<file path="src/rtl/lb_regs.sv">
// Local-bus register slave: CTRL / STATUS / SCRATCH / CNT behind independent
// write and read handshake FSMs with programmable write wait states and read latency.
`timescale 1ns/1ps

module lb_regs #(
    parameter int ADDR_W  = 16,
    parameter int DATA_W  = 32,
    parameter int STRB_W  = DATA_W/8,
    parameter int RD_LAT  = 1,
    parameter int WR_WAIT = 0
) (
    input  logic              clk,
    input  logic              rst,
    input  logic [ADDR_W-1:0] waddr,
    input  logic [DATA_W-1:0] wdata,
    input  logic [STRB_W-1:0] wstrb,
    input  logic              wen,
    output logic              wready,
    input  logic [ADDR_W-1:0] raddr,
    input  logic              ren,
    output logic [DATA_W-1:0] rdata,
    output logic              rvalid,
    input  logic [31:0]       status_i,
    output logic [31:0]       ctrl_o
);

    typedef enum logic [1:0] {W_IDLE, W_WAIT, W_ACK} wstate_t;
    typedef enum logic [1:0] {R_IDLE, R_WAIT, R_ACK} rstate_t;

    wstate_t           wstate;
    rstate_t           rstate;
    logic [1:0]        wcnt;
    logic [1:0]        rcnt;
    logic [DATA_W-1:0] ctrl;
    logic [DATA_W-1:0] scratch;
    logic [DATA_W-1:0] cnt;
    logic [DATA_W-1:0] rd_val;
    logic [DATA_W-1:0] rcap_p1;
    logic              wmapped;
    logic              unused_addr;

    function automatic logic [DATA_W-1:0] lane_merge(
        input logic [DATA_W-1:0] old_val,
        input logic [DATA_W-1:0] new_val,
        input logic [STRB_W-1:0] strb
    );
        logic [DATA_W-1:0] r;
        r = old_val;
        for (int i = 0; i < STRB_W; i++) begin
            if (strb[i]) r[i*8 +: 8] = new_val[i*8 +: 8];
        end
        return r;
    endfunction

    // Byte-offset bits carry no meaning on a word-aligned map.
    assign unused_addr = ^{raddr[1:0], waddr[1:0]};
    assign wmapped     = (waddr[ADDR_W-1:4] == '0);

    always_comb begin
        rd_val = '0;
        if (raddr[ADDR_W-1:4] == '0) begin
            case (raddr[3:2])
                2'd0:    rd_val = ctrl;
                2'd1:    rd_val = status_i;
                2'd2:    rd_val = scratch;
                default: rd_val = cnt;
            endcase
        end
    end

    // Write side: wready is asserted on entry to W_ACK so it lands 1+WR_WAIT
    // cycles after the request; the register update happens at the ack edge.
    always_ff @(posedge clk) begin
        if (rst) begin
            wstate  <= W_IDLE;
            wcnt    <= '0;
            wready  <= 1'b0;
            ctrl    <= '0;
            scratch <= '0;
            cnt     <= '0;
        end else begin
            wready <= 1'b0;
            if (ctrl[0]) cnt <= cnt + DATA_W'(1);
            case (wstate)
                W_IDLE: begin
                    if (wen) begin
                        if (WR_WAIT == 0) begin
                            wstate <= W_ACK;
                            wready <= 1'b1;
                        end else begin
                            wstate <= W_WAIT;
                            wcnt   <= 2'(WR_WAIT - 1);
                        end
                    end
                end
                W_WAIT: begin
                    if (wcnt == 2'd0) begin
                        wstate <= W_ACK;
                        wready <= 1'b1;
                    end else begin
                        wcnt <= wcnt - 2'd1;
                    end
                end
                W_ACK: begin
                    wstate <= W_IDLE;
                    if (wmapped) begin
                        case (waddr[3:2])
                            2'd0:    ctrl    <= lane_merge(ctrl, wdata, wstrb);
                            2'd2:    scratch <= lane_merge(scratch, wdata, wstrb);
                            2'd3:    cnt     <= '0;
                            default: ;
                        endcase
                    end
                end
                default: wstate <= W_IDLE;
            endcase
        end
    end

    // Read stage p1: value captured at acceptance, held until the ack cycle.
    always_ff @(posedge clk) begin
        if (rst) begin
            rstate <= R_IDLE;
            rcnt   <= '0;
            rvalid <= 1'b0;
        end else begin
            rvalid <= 1'b0;
            case (rstate)
                R_IDLE: begin
                    if (ren) begin
                        if (RD_LAT <= 1) begin
                            rstate <= R_ACK;
                            rvalid <= 1'b1;
                        end else begin
                            rstate <= R_WAIT;
                            rcnt   <= 2'(RD_LAT - 2);
                        end
                    end
                end
                R_WAIT: begin
                    if (rcnt == 2'd0) begin
                        rstate <= R_ACK;
                        rvalid <= 1'b1;
                    end else begin
                        rcnt <= rcnt - 2'd1;
                    end
                end
                R_ACK:   rstate <= R_IDLE;
                default: rstate <= R_IDLE;
            endcase
        end
    end

    always_ff @(posedge clk) begin
        if (rstate == R_IDLE && ren) rcap_p1 <= rd_val;
    end

    assign rdata  = rvalid ? rcap_p1 : '0;
    assign ctrl_o = ctrl;

endmodule

</file>
<file path="config.mk">
export PLATFORM = sky130hd
export DESIGN_NAME = lb_regs
export DESIGN_NICKNAME = d
export VERILOG_FILES = /design/src/rtl/lb_regs.sv
export SDC_FILE = /design/constraint.sdc
export NUM_CORES = 1
export LEC_CHECK = 0
export ABC_AREA = 1
export CAP_MARGIN = 20
export CORE_UTILIZATION = 50
export DETAILED_ROUTE_END_ITERATION = 8
export PLACE_DENSITY = 0.89
export SLEW_MARGIN = 5
export SYNTH_ARGS = -nofsm -noshare
export SYNTH_HDL_FRONTEND = slang
export SYNTH_SLANG_ARGS = --single-unit
</file>
<file path="constraint.sdc">
create_clock -name clk -period 3.7 [get_ports clk]
set_input_delay 0.37 -clock clk [delete_from_list [all_inputs] [get_ports clk]]
set_output_delay 0.37 -clock clk [all_outputs]
set_load 0.03 [all_outputs]
</file>
==> metrics.txt, run 1 <==
Synth Cell Area 0.00690 sq mm; Final Worst Setup Slack 1.40 ns; Detail Placement HPWL 13300 microns; CTS root buf clkbuf_16; worst hold path class reg2reg; synthesized flop and latch total 132; clock latency at the later pin of the worst-skew pair 0.42 ns; Clk network pwr share 0.469; PostCTS Resize Cnt 0; die area 0.0143 sq mm; Slew Limit Headroom 0.453; post-synthesis xor/xnor area fraction 0.0152; CTS Hold Bufs 0; first-pass GRT wire length 31000 microns; htree depth 4; via count 6823; post-synthesis adder-cell area fraction 0.00181; total power 3.36 mW; largest net degree at the start of global routing 66; main flop type after synthesis dfxtp_1; mux contribution to synthesized area 0; initial antenna violation count 0; final setup TNS 0 ns; Leak 4.10 nW; Overall Global Routing Usage 0.278; drt initial violations 578; largest area contributor in the netlist dfxtp_1; Worst Hold Slack 0.471 ns; vias in the first global route 6505; Internal 2.61 mW; status finished clean; mean routed wirelength per cell 14.0 microns; die outline height 119 microns; CTS Buffer Depth 2; # diodes 0; post-CTS setup buffers 0; Synth Warn # 0; clk slew on worst S/H paths 0.06 ns; most frequent cells after synthesis 314 x nand2_1, 207 x nor2_1, 142 x inv_1; max-cap violations 0; Gate Count Post-Synth 1003; most frequent cell after synthesis nand2_1; main combinational cell family by area after synthesis simple AND/OR/NAND/NOR gates; slew of the pin with the lowest slew margin 0.821 ns; period utilisation layout 0.622; syn_area_per_cell 6.88 sq um; final worst path period need 2.30 ns; Slew Viols, Final 0; Post-synth ARST share 0; RSZ-0062 raised after global routing no; TritonCTS clock tree yes; crit end category output port; DR vias/cell 5.06; Chip Width 119 microns; Logic pwr share 0.084; I/O pin count 170; dpl ws 1.17 ns; Max Clk Rate 0.434 GHz; DP Area 0.00856 sq mm; endpoints failing hold 0; Initial Util 0.517; final instance area 0.00911 sq mm; Critical Path Fanout Max 33; ANT nets after route 0; Layout Skew 0.00771 ns; row count 42; share of layout cells above drive strength 1 0.0546; Synth top area share 0.290; CP required 3.33 ns; CP Launch Type flop; DRC Markers 0; DRT Pass-1 Iters 5; total wire length 18900 microns; PD cells 369 mW/mm^2; maximum VDD drop 0.000316 V; sequential share of the synthesized area 0.430; syn_nets 1108; count of buffers from port buffering 165; share of total power in sequential cells 0.446; total clock sinks 132; compound-gate portion of the synthesized area 0.0746; CP arrival 1.93 ns; Synth-to-Final Area Change 32.1%; Psw 748 uW; Nets 1264; net switching fraction of the power 0.222; residual overflow from global routing 0; Synth cell types 32; main area contributors after synthesis dfxtp_1 29%, nand2_1 17%, edfxtp_1 14%, nor2_1 11%, inv_1 7.7%; RD Place Congestion 0.945; critical path class reg2out; Inserted Clock Buffers 17; Core Box Area 0.0133 sq mm; Synth Area in Simple Gates 0.360; number of enable flip-flop cells after synthesis 32; # setup viols final 0
==> path summary, 6_finish.rpt <==
check	cells past startpoint	endpoint	slack (ns)	start
worst min register to register	1	rstate[1]	0.47	rstate[1]
worst min-delay path	1	rstate[1]	0.47	rstate[1]
worst max-delay path	4	rdata[19]	1.40	rvalid
worst max register to register	7	cnt[19]	1.72	ctrl_o[0]
==> routing by layer <==
layer	global-route usage	up-vias	wire (microns)
li1	-	3387	-
met1	0.333	3049	7570
met2	0.465	337	8980
met3	0.0570	50	1550
met4	0.154	0	788
met5	0	-	0
==> power groups by stage <==
stage	Sequential [mW]	Combinational [mW]	Clock, mW
global placement	1.53	0.279	0
global route	1.50	0.304	1.67
CTS	1.50	0.284	1.59
finish	1.50	0.284	1.58
floorplan	1.53	0.116	0
detailed placement	1.53	0.282	0
==> placed cells by master (no fill, tap or decap), types with 2 or more instances in the layout <==
| cell type | Yosys | layout |
|---|---|---|
| nand2_1 | 314 | 314 |
| nor2_1 | 207 | 204 |
| clkdlybuf4s50_1 | 0 | 165 |
| inv_1 | 142 | 141 |
| dfxtp_1 | 100 | 100 |
| a21oi_1 | 54 | 54 |
| edfxtp_1 | 32 | 32 |
| o21ai_0 | 27 | 27 |
| nand3_1 | 19 | 19 |
| clkbuf_16 | 0 | 18 |
| nand4_1 | 10 | 10 |
| nor2_2 | 6 | 9 |
| nand4_4 | 8 | 8 |
| nor3_1 | 8 | 8 |
| buf_4 | 1 | 8 |
| xor2_1 | 7 | 7 |
| a41oi_1 | 7 | 7 |
| clkbuf_1 | 14 | 6 |
| xnor2_1 | 5 | 5 |
| clkbuf_8 | 6 | 5 |
| o21bai_1 | 4 | 4 |
| nand2_2 | 3 | 3 |
| inv_2 | 2 | 3 |
| nor2_4 | 3 | 3 |
| a221oi_1 | 2 | 2 |
| clkinv_2 | 0 | 2 |
==> metrics by stage <==
stage,cells,utilization
after detailed placement,1316,0.641
after global routing,1348,0.683
after floorplan,1003,-
after global placement,1316,0.641
final,1348,0.683
after CTS,1348,0.683
==> registers in the layout (all words and copies together) (netlist names) <==
register / flops
rstate: 1
wstate: 1
ctrl_o: 32
wready: 1
cnt: 32
rvalid: 1
scratch: 32
rcap_p1: 32
==> cells by family after synthesis <==
group | Yosys count
buffers and inverters | 180
adder cells (fa/ha/maj) | 1
flip-flops | 132
XOR/XNOR | 12
AND/OR/NAND/NOR | 584
AO/OA/AOI/OAI | 94
==> layout make-up <==
cell class	count	area (sq um)
Fill cell	1085	4230
Multi-Input combinational cell	691	3120
Sequential cell	132	2960
Timing Repair Buffer	173	1710
Clock buffer	29	542
Inverter	144	541
Tap cell	176	220
Clock inverter	3	16.3
==> worst max-delay path, stage by stage (launching register included) <==
cell and delay (ns):
dfxtp_1 0.30, buf_4 0.32, nand2_1 0.10, inv_1 0.11, clkdlybuf4s50_1 0.67
(Power assumes the default switching activity.)
==> run 2: changes to the inputs <==
- clock period: 3.7 -> 2.4 ns (I/O delays scaled with it)
==> run 2 against run 1 <==
Against the previous run: combinational power rose by 58%; sequential share of layout area fell by 0.41 points; highest routed layer unchanged; clock power rose by 65%; largest cell class unchanged; worst hold slack worse by 0.088 ns; core utilization increased by 0.86 points; global-route usage increased by 0.057 points; sequential cell count unchanged; die area is the same; non-clock buffer count rose by 11; worst setup slack lost 1.1 ns; first-iteration DRC count rose by 7.8%; critical endpoint is now rdata[3].
==> metrics.txt, run 2 (same netlist as run 1, synthesis figures left out) <==
Max Clk Rate 0.482 GHz; clock latency at the later pin of the worst-skew pair 0.43 ns (was 0.42 ns); vias in the first global route 6591 (was 6505); PostCTS Resize Cnt 0 (unchanged); endpoints failing hold 0 (unchanged); die area 0.0143 sq mm (unchanged); reg2reg setup slack 0.76 ns (was 1.72 ns); share of layout cells above drive strength 1 0.0668 (was 0.0546); DRT Pass-1 Iters 5 (unchanged); Chip Width 119 microns (unchanged); CP arrival 1.83 ns (was 1.93 ns); via count 6889 (was 6823); residual overflow from global routing 0 (unchanged); I/O pin count 170 (unchanged); RD Place Congestion 0.908 (was 0.945); final setup TNS 0 ns (unchanged); Nets 1275 (was 1264); Synth-to-Final Area Change 33.8% (was 32.1%); TritonCTS clock tree yes (unchanged); htree depth 4 (unchanged); total clock sinks 132 (unchanged); max-cap violations 0 (unchanged); post-CTS setup buffers 0 (unchanged); die outline height 119 microns (unchanged); Initial Util 0.517 (unchanged); Worst Hold End wready (was rstate[1]); period utilisation layout 0.864; Overall Global Routing Usage 0.279 (was 0.278); drt initial violations 623 (was 578); most frequent cells in the layout 314 x nand2_1, 204 x nor2_1, 165 x clkdlybuf4s50_1 (unchanged); CTS Hold Bufs 0 (unchanged); Slew Limit Headroom 0.696 (was 0.453); row count 42 (unchanged); Worst Hold Slack 0.383 ns (was 0.471 ns); worst r2r src cnt[0] (was ctrl_o[0]); Final Worst Setup Slack 0.326 ns (was 1.40 ns); status finished clean (unchanged); Slew Viols, Final 0 (unchanged); crit end category output port (unchanged); Worst Hold Depth 3 (was 1); Hold Crit Start wen (was rstate[1]); Core Box Area 0.0133 sq mm (unchanged); mean routed wirelength per cell 14.2 microns (was 14.0 microns); CTS Buffer Depth 2 (unchanged); maximum VDD drop 0.000448 V (was 0.000316 V); total power 5.37 mW (was 3.36 mW); dpl ws 0.384 ns (was 1.17 ns); RR Endpoint cnt[22] (was cnt[19]); worst hold path class in2reg (was reg2reg); commonest non-fill, non-tap cell in the layout nand2_1 (unchanged); worst r2r path cells 8 (was 7); post-route non-filler standard cell count 1359 (was 1348); total wire length 19300 microns (was 18900 microns); CP Launch Type flop (unchanged); Detail Placement HPWL 13900 microns (was 13300 microns); PD cells 582 mW/mm^2 (was 369 mW/mm^2); RSZ-0062 raised after global routing no (unchanged); DP Area 0.00864 sq mm (was 0.00856 sq mm); DRC Markers 0 (unchanged); first-pass GRT wire length 31000 microns (about the same); count of buffers from port buffering 165 (unchanged); CTS root buf clkbuf_16 (unchanged); Inserted Clock Buffers 17 (unchanged); final core utilization 0.691 (was 0.683); fillcell total 1042 (was 1085); final instance area 0.00923 sq mm (was 0.00911 sq mm); Critical Path Fanout Max 17 (was 33); Placed Cells incl. Taps 1327 (was 1316); CP required 2.16 ns (was 3.33 ns); ANT nets after route 0 (unchanged); initial antenna violation count 0 (unchanged); slew of the pin with the lowest slew margin 0.455 ns (was 0.821 ns); final worst path period need 2.07 ns; # setup viols final 0 (unchanged); Leak 4.18 nW (was 4.10 nW); largest net degree at the start of global routing 40 (was 66); clk slew on worst S/H paths 0.06 ns (about the same); critical path class reg2out (unchanged); Layout Skew 0.00502 ns (was 0.00771 ns); DR vias/cell 5.07 (was 5.06); # diodes 0 (unchanged)
run 2: cell count changes in the layout (fill, tap and decap cells not counted):
| cell | change |
|---|---|
| buf_4 | +11 |
| clkbuf_1 | -6 |
| clkinv_2 | +6 |
| bufinv_16 | +3 |
| clkbuf_8 | -3 |
| clkinv_1 | +2 |
| clkbuf_16 | -1 |
| inv_4 | -1 |
run 2: cell type report:
class | count | area, sq um | share of cell area
Multi-Input combinational cell | 691 | 3120 | 0.338
Sequential cell | 132 | 2960 | 0.321
Timing Repair Buffer | 184 | 1790 | 0.194
Inverter | 144 | 541 | 0.0586
Clock buffer | 19 | 453 | 0.0491
Tap cell | 176 | 220 | 0.0239
Clock inverter | 13 | 138 | 0.0149
run 2: worst max-delay path by stage:
stage,startpoint,end,cells after the start
6_report,rvalid,rdata[3],4
4_1_cts,rvalid,rdata[3],4
3_5_place_dp,raddr[2],rcap_p1[12],7
5_1_grt,rvalid,rdata[21],4
2_1_floorplan,rstate[1],rcap_p1[0],1
3_3_place_gp,raddr[2],rcap_p1[12],7
run 2: routing by layer:
metal	global-route usage	vias to the layer above	wire length (microns)
li1	-	3405	-
met1	0.333	3090	7640
met2	0.472	336	9270
met3	0.0608	58	1640
met4	0.136	0	720
met5	0	-	0
run 2: power by group:
part	total (mW)	switching [mW]	internal (mW)
registers	2.31	0.0112	2.30
logic	0.448	0.231	0.217
clock network	2.61	0.946	1.66
run 2: critical path, cell delays in order (launching register included):
cell and delay, ns:
dfxtp_1 0.33, buf_4 0.23, nand2_1 0.08, inv_1 0.08, clkdlybuf4s50_1 0.68
==> run 3: changes to the inputs <==
- ABC_AREA: 1 -> not set
- CORE_UTILIZATION: 50 -> 49
- TNS_END_PERCENT: not set -> 10
==> run 3 against run 2 <==
Against the previous run: cell count shrank 32%; sequential share of layout area grew 1.3 points; synthesized area shrank 8.8%; sequential cell count is the same; largest cell class unchanged; sequential power is essentially flat; core utilization grew 1.4 points; synthesized cell count shrank 44%; register-to-register slack lost 0.57 ns.
==> metrics.txt, run 3 <==
Internal 4.28 mW (was 4.18 mW); Critical Path, Cell by Cell buf_4, and2_1, clkdlybuf4s50_1 (was buf_4, nand2_1, inv_1, clkdlybuf4s50_1); PD cells 613 mW/mm^2 (was 582 mW/mm^2); max-cap violations 0 (unchanged); most frequent cells after synthesis 100 x dfxtp_1, 78 x nor2_1, 72 x mux2i_1 (was 314 x nand2_1, 207 x nor2_1, 142 x inv_1); period utilisation layout 0.925 (was 0.864); CP required 2.16 ns (about the same); worst r2r src cnt[0] (unchanged); net switching fraction of the power 0.213 (was 0.221); share of total power in sequential cells 0.425 (was 0.431); Leak 3.25 nW (was 4.18 nW); Hold Crit Start rst (was wen); Synth top area share 0.318 (was 0.290); count of buffers from port buffering 165 (unchanged); RSZ-0062 raised after global routing no (unchanged); largest net degree at the start of global routing 69 (was 40); Nets 839 (was 1275); endpoints failing hold 0 (unchanged); critical path class reg2out (unchanged); post-CTS setup buffers 0 (unchanged); Slew Viols, Final 0 (unchanged); drt initial violations 649 (was 623); clock latency at the later pin of the worst-skew pair 0.43 ns (about the same); Top Metal Used met4 (unchanged); CP arrival 1.98 ns (was 1.83 ns); largest area contributor in the netlist dfxtp_1 (unchanged); die outline height 115 microns (was 119 microns); clk slew on worst S/H paths 0.06 ns (about the same); CP Launch Type flop (unchanged); ANT nets after route 0 (unchanged); Worst Hold Depth 4 (was 3); Clk network pwr share 0.493 (was 0.486); CTS Buffer Depth 2 (unchanged); TritonCTS clock tree yes (unchanged); Critical Path Fanout Max 22 (was 17); commonest non-fill, non-tap cell in the layout clkdlybuf4s50_1 (was nand2_1); RD Place Congestion 0.826 (was 0.908); Overall Global Routing Usage 0.301 (was 0.279); CP max stage delay 0.71 ns (was 0.68 ns); total clock sinks 132 (unchanged); DR vias/cell 5.95 (was 5.07); row count 41 (was 42); I/O pin count 170 (unchanged); CTS root buf clkbuf_16 (unchanged); most frequent cells in the layout 162 x clkdlybuf4s50_1, 99 x dfxtp_1, 78 x nor2_1 (was 314 x nand2_1, 204 x nor2_1, 165 x clkdlybuf4s50_1); # setup viols final 0 (unchanged); Synth Cell Area 0.00629 sq mm (was 0.00690 sq mm); first-pass GRT wire length 29700 microns (was 31000 microns); CTS Hold Bufs 0 (unchanged); worst r2r path cells 5 (was 8); htree depth 4 (unchanged); final worst path period need 2.22 ns (was 2.07 ns); met1 wire length 6980 microns (was 7640 microns); number of enable flip-flop cells after synthesis 32 (unchanged); Placed Cells incl. Taps 886 (was 1327); Core Box Area 0.0126 sq mm (was 0.0133 sq mm); RR Endpoint cnt[28] (was cnt[22]); final setup TNS 0 ns (unchanged); Initial Util 0.500 (was 0.517); total wire length 19300 microns (about the same); DRC Markers 0 (unchanged); syn_nets 667 (was 1108); post-route non-filler standard cell count 924 (was 1359); mean routed wirelength per cell 20.9 microns (was 14.2 microns); main flop type after synthesis dfxtp_1 (unchanged); Worst Hold End cnt[25] (was wready); via count 5497 (was 6889); Layout Skew 0.00639 ns (was 0.00502 ns); initial antenna violation count 1 (was 0); Post-synth ARST share 0 (unchanged); maximum VDD drop 0.000532 V (was 0.000448 V); Met3 Routed Length 1890 microns (was 1640 microns); reg2reg setup slack 0.19 ns (was 0.76 ns); Gate Count Post-Synth 562 (was 1003); synthesized flop and latch total 132 (unchanged); Critical-path top delay cell clkdlybuf4s50_1 (unchanged); Synth cell types 39 (was 32); Inserted Clock Buffers 17 (unchanged); Chip Width 115 microns (was 119 microns); Logic pwr share 0.082 (was 0.083); slew of the pin with the lowest slew margin 0.746 ns (was 0.455 ns); DRT Pass-1 Iters 6 (was 5); Max Clk Rate 0.450 GHz (was 0.482 GHz); worst hold path class in2reg (unchanged); most frequent cell after synthesis dfxtp_1 (was nand2_1); share of layout cells above drive strength 1 0.129 (was 0.0668); met2 wire len 9670 microns (was 9270 microns); Synth Warn # 0 (unchanged); sequential share of the synthesized area 0.471 (was 0.430); syn_area_per_cell 11.2 sq um (was 6.88 sq um); Detail Placement HPWL 12800 microns (was 13900 microns); status finished clean (unchanged); Slew Limit Headroom 0.503 (was 0.696); die area 0.0133 sq mm (was 0.0143 sq mm); residual overflow from global routing 0 (unchanged); crit end category output port (unchanged); vias in the first global route 5512 (was 6591); main area contributors after synthesis dfxtp_1 32%, edfxtp_1 15%, mux2i_1 11%, mux4_2 11%, nor2_1 4.7% (was dfxtp_1 29%, nand2_1 17%, edfxtp_1 14%, nor2_1 11%, inv_1 7.7%); Psw 1.16 mW (was 1.19 mW); Synth-to-Final Area Change 41.0% (was 33.8%)
[run 3: cell count changes after synthesis, moves of 13 or more]
cell / change
a21oi_1: -43
and2_1: +31
inv_1: -138
mux2i_1: +72
mux4_2: +32
nand2_1: -295
nor2_1: -129
nor2b_1: +35
o21ai_0: -25
or4_1: +13
[run 3: worst max-delay path by stage]
stage                         start          to  slack [ns]  cells past startpoint
final                        rvalid   rdata[23]        0.18                      3
after global routing         cnt[0]     cnt[28]        0.05                      5
after CTS                    rvalid   rdata[28]        0.05                      3
after detailed placement   waddr[5]  ctrl_o[28]       0.005                      6
after global placement     waddr[5]  scratch[2]        0.06                      6
after floorplan           rstate[1]  rcap_p1[0]        0.21                      1
[run 3: layout make-up]
type | count | area (sq um)
antenna | 5 | 12.5
clock buffer | 25 | 528
clock inverter | 7 | 90.1
fill | 786 | 3700
inverter | 4 | 15.0
multi-input combinational | 393 | 3180
sequential | 132 | 2960
tap | 172 | 215
timing repair buffer | 186 | 1870
[run 3: cells by family (layout without fill, tap and decap cells)]
family | after synthesis | after routing | share of synthesized area
simple gates | 251 | 251 | 0.231
flops | 132 | 132 | 0.471
xor+xnor | 13 | 13 | 0.0181
buf+inv | 37 | 222 | 0.0251
mux | 104 | 104 | 0.229
other cells | 0 | 5 | 0
compound gates | 24 | 24 | 0.0241
fa+ha+maj | 1 | 1 | 0.00199
[run 3: critical path, delay by kind of cell, from the launching register on]
family,cells,cell delay (ns)
buf+inv,2,0.97
flops,1,0.42
simple gates,1,0.15
[run 3: metrics by stage]
step                power, mW  worst slack (ns)  hold WS [ns]   util  cell area, sq um
floorplan                2.54             0.214         0.384      -              6290
global placement         2.79            0.0600         0.459  0.655              8230
detailed placement       2.80           0.00546         0.482  0.655              8230
CTS                      5.44            0.0464         0.333  0.704              8850
global route             5.58            0.0474         0.226  0.705              8860
finish                   5.44             0.180         0.184  0.706              8870
[run 3: power groups by stage]
stage                     logic (mW)  registers [mW]  clock network (mW)
after floorplan                0.182            2.36                   0
final                          0.444            2.32                2.68
after global routing           0.465            2.32                2.80
after CTS                      0.444            2.31                2.68
after detailed placement       0.439            2.36                   0
after global placement         0.431            2.36                   0
[run 3: layer usage]
metal	GRT usage	vias up
li1	-	2412
met1	0.339	2645
met2	0.520	359
met3	0.0891	81
met4	0.146	0
met5	0	-
[run 3: what timing repair did]
item	4_1_cts	5_1_grt
hold endpoints to repair	0	0
gates resized for setup	0	1
setup endpoints to repair	0	13
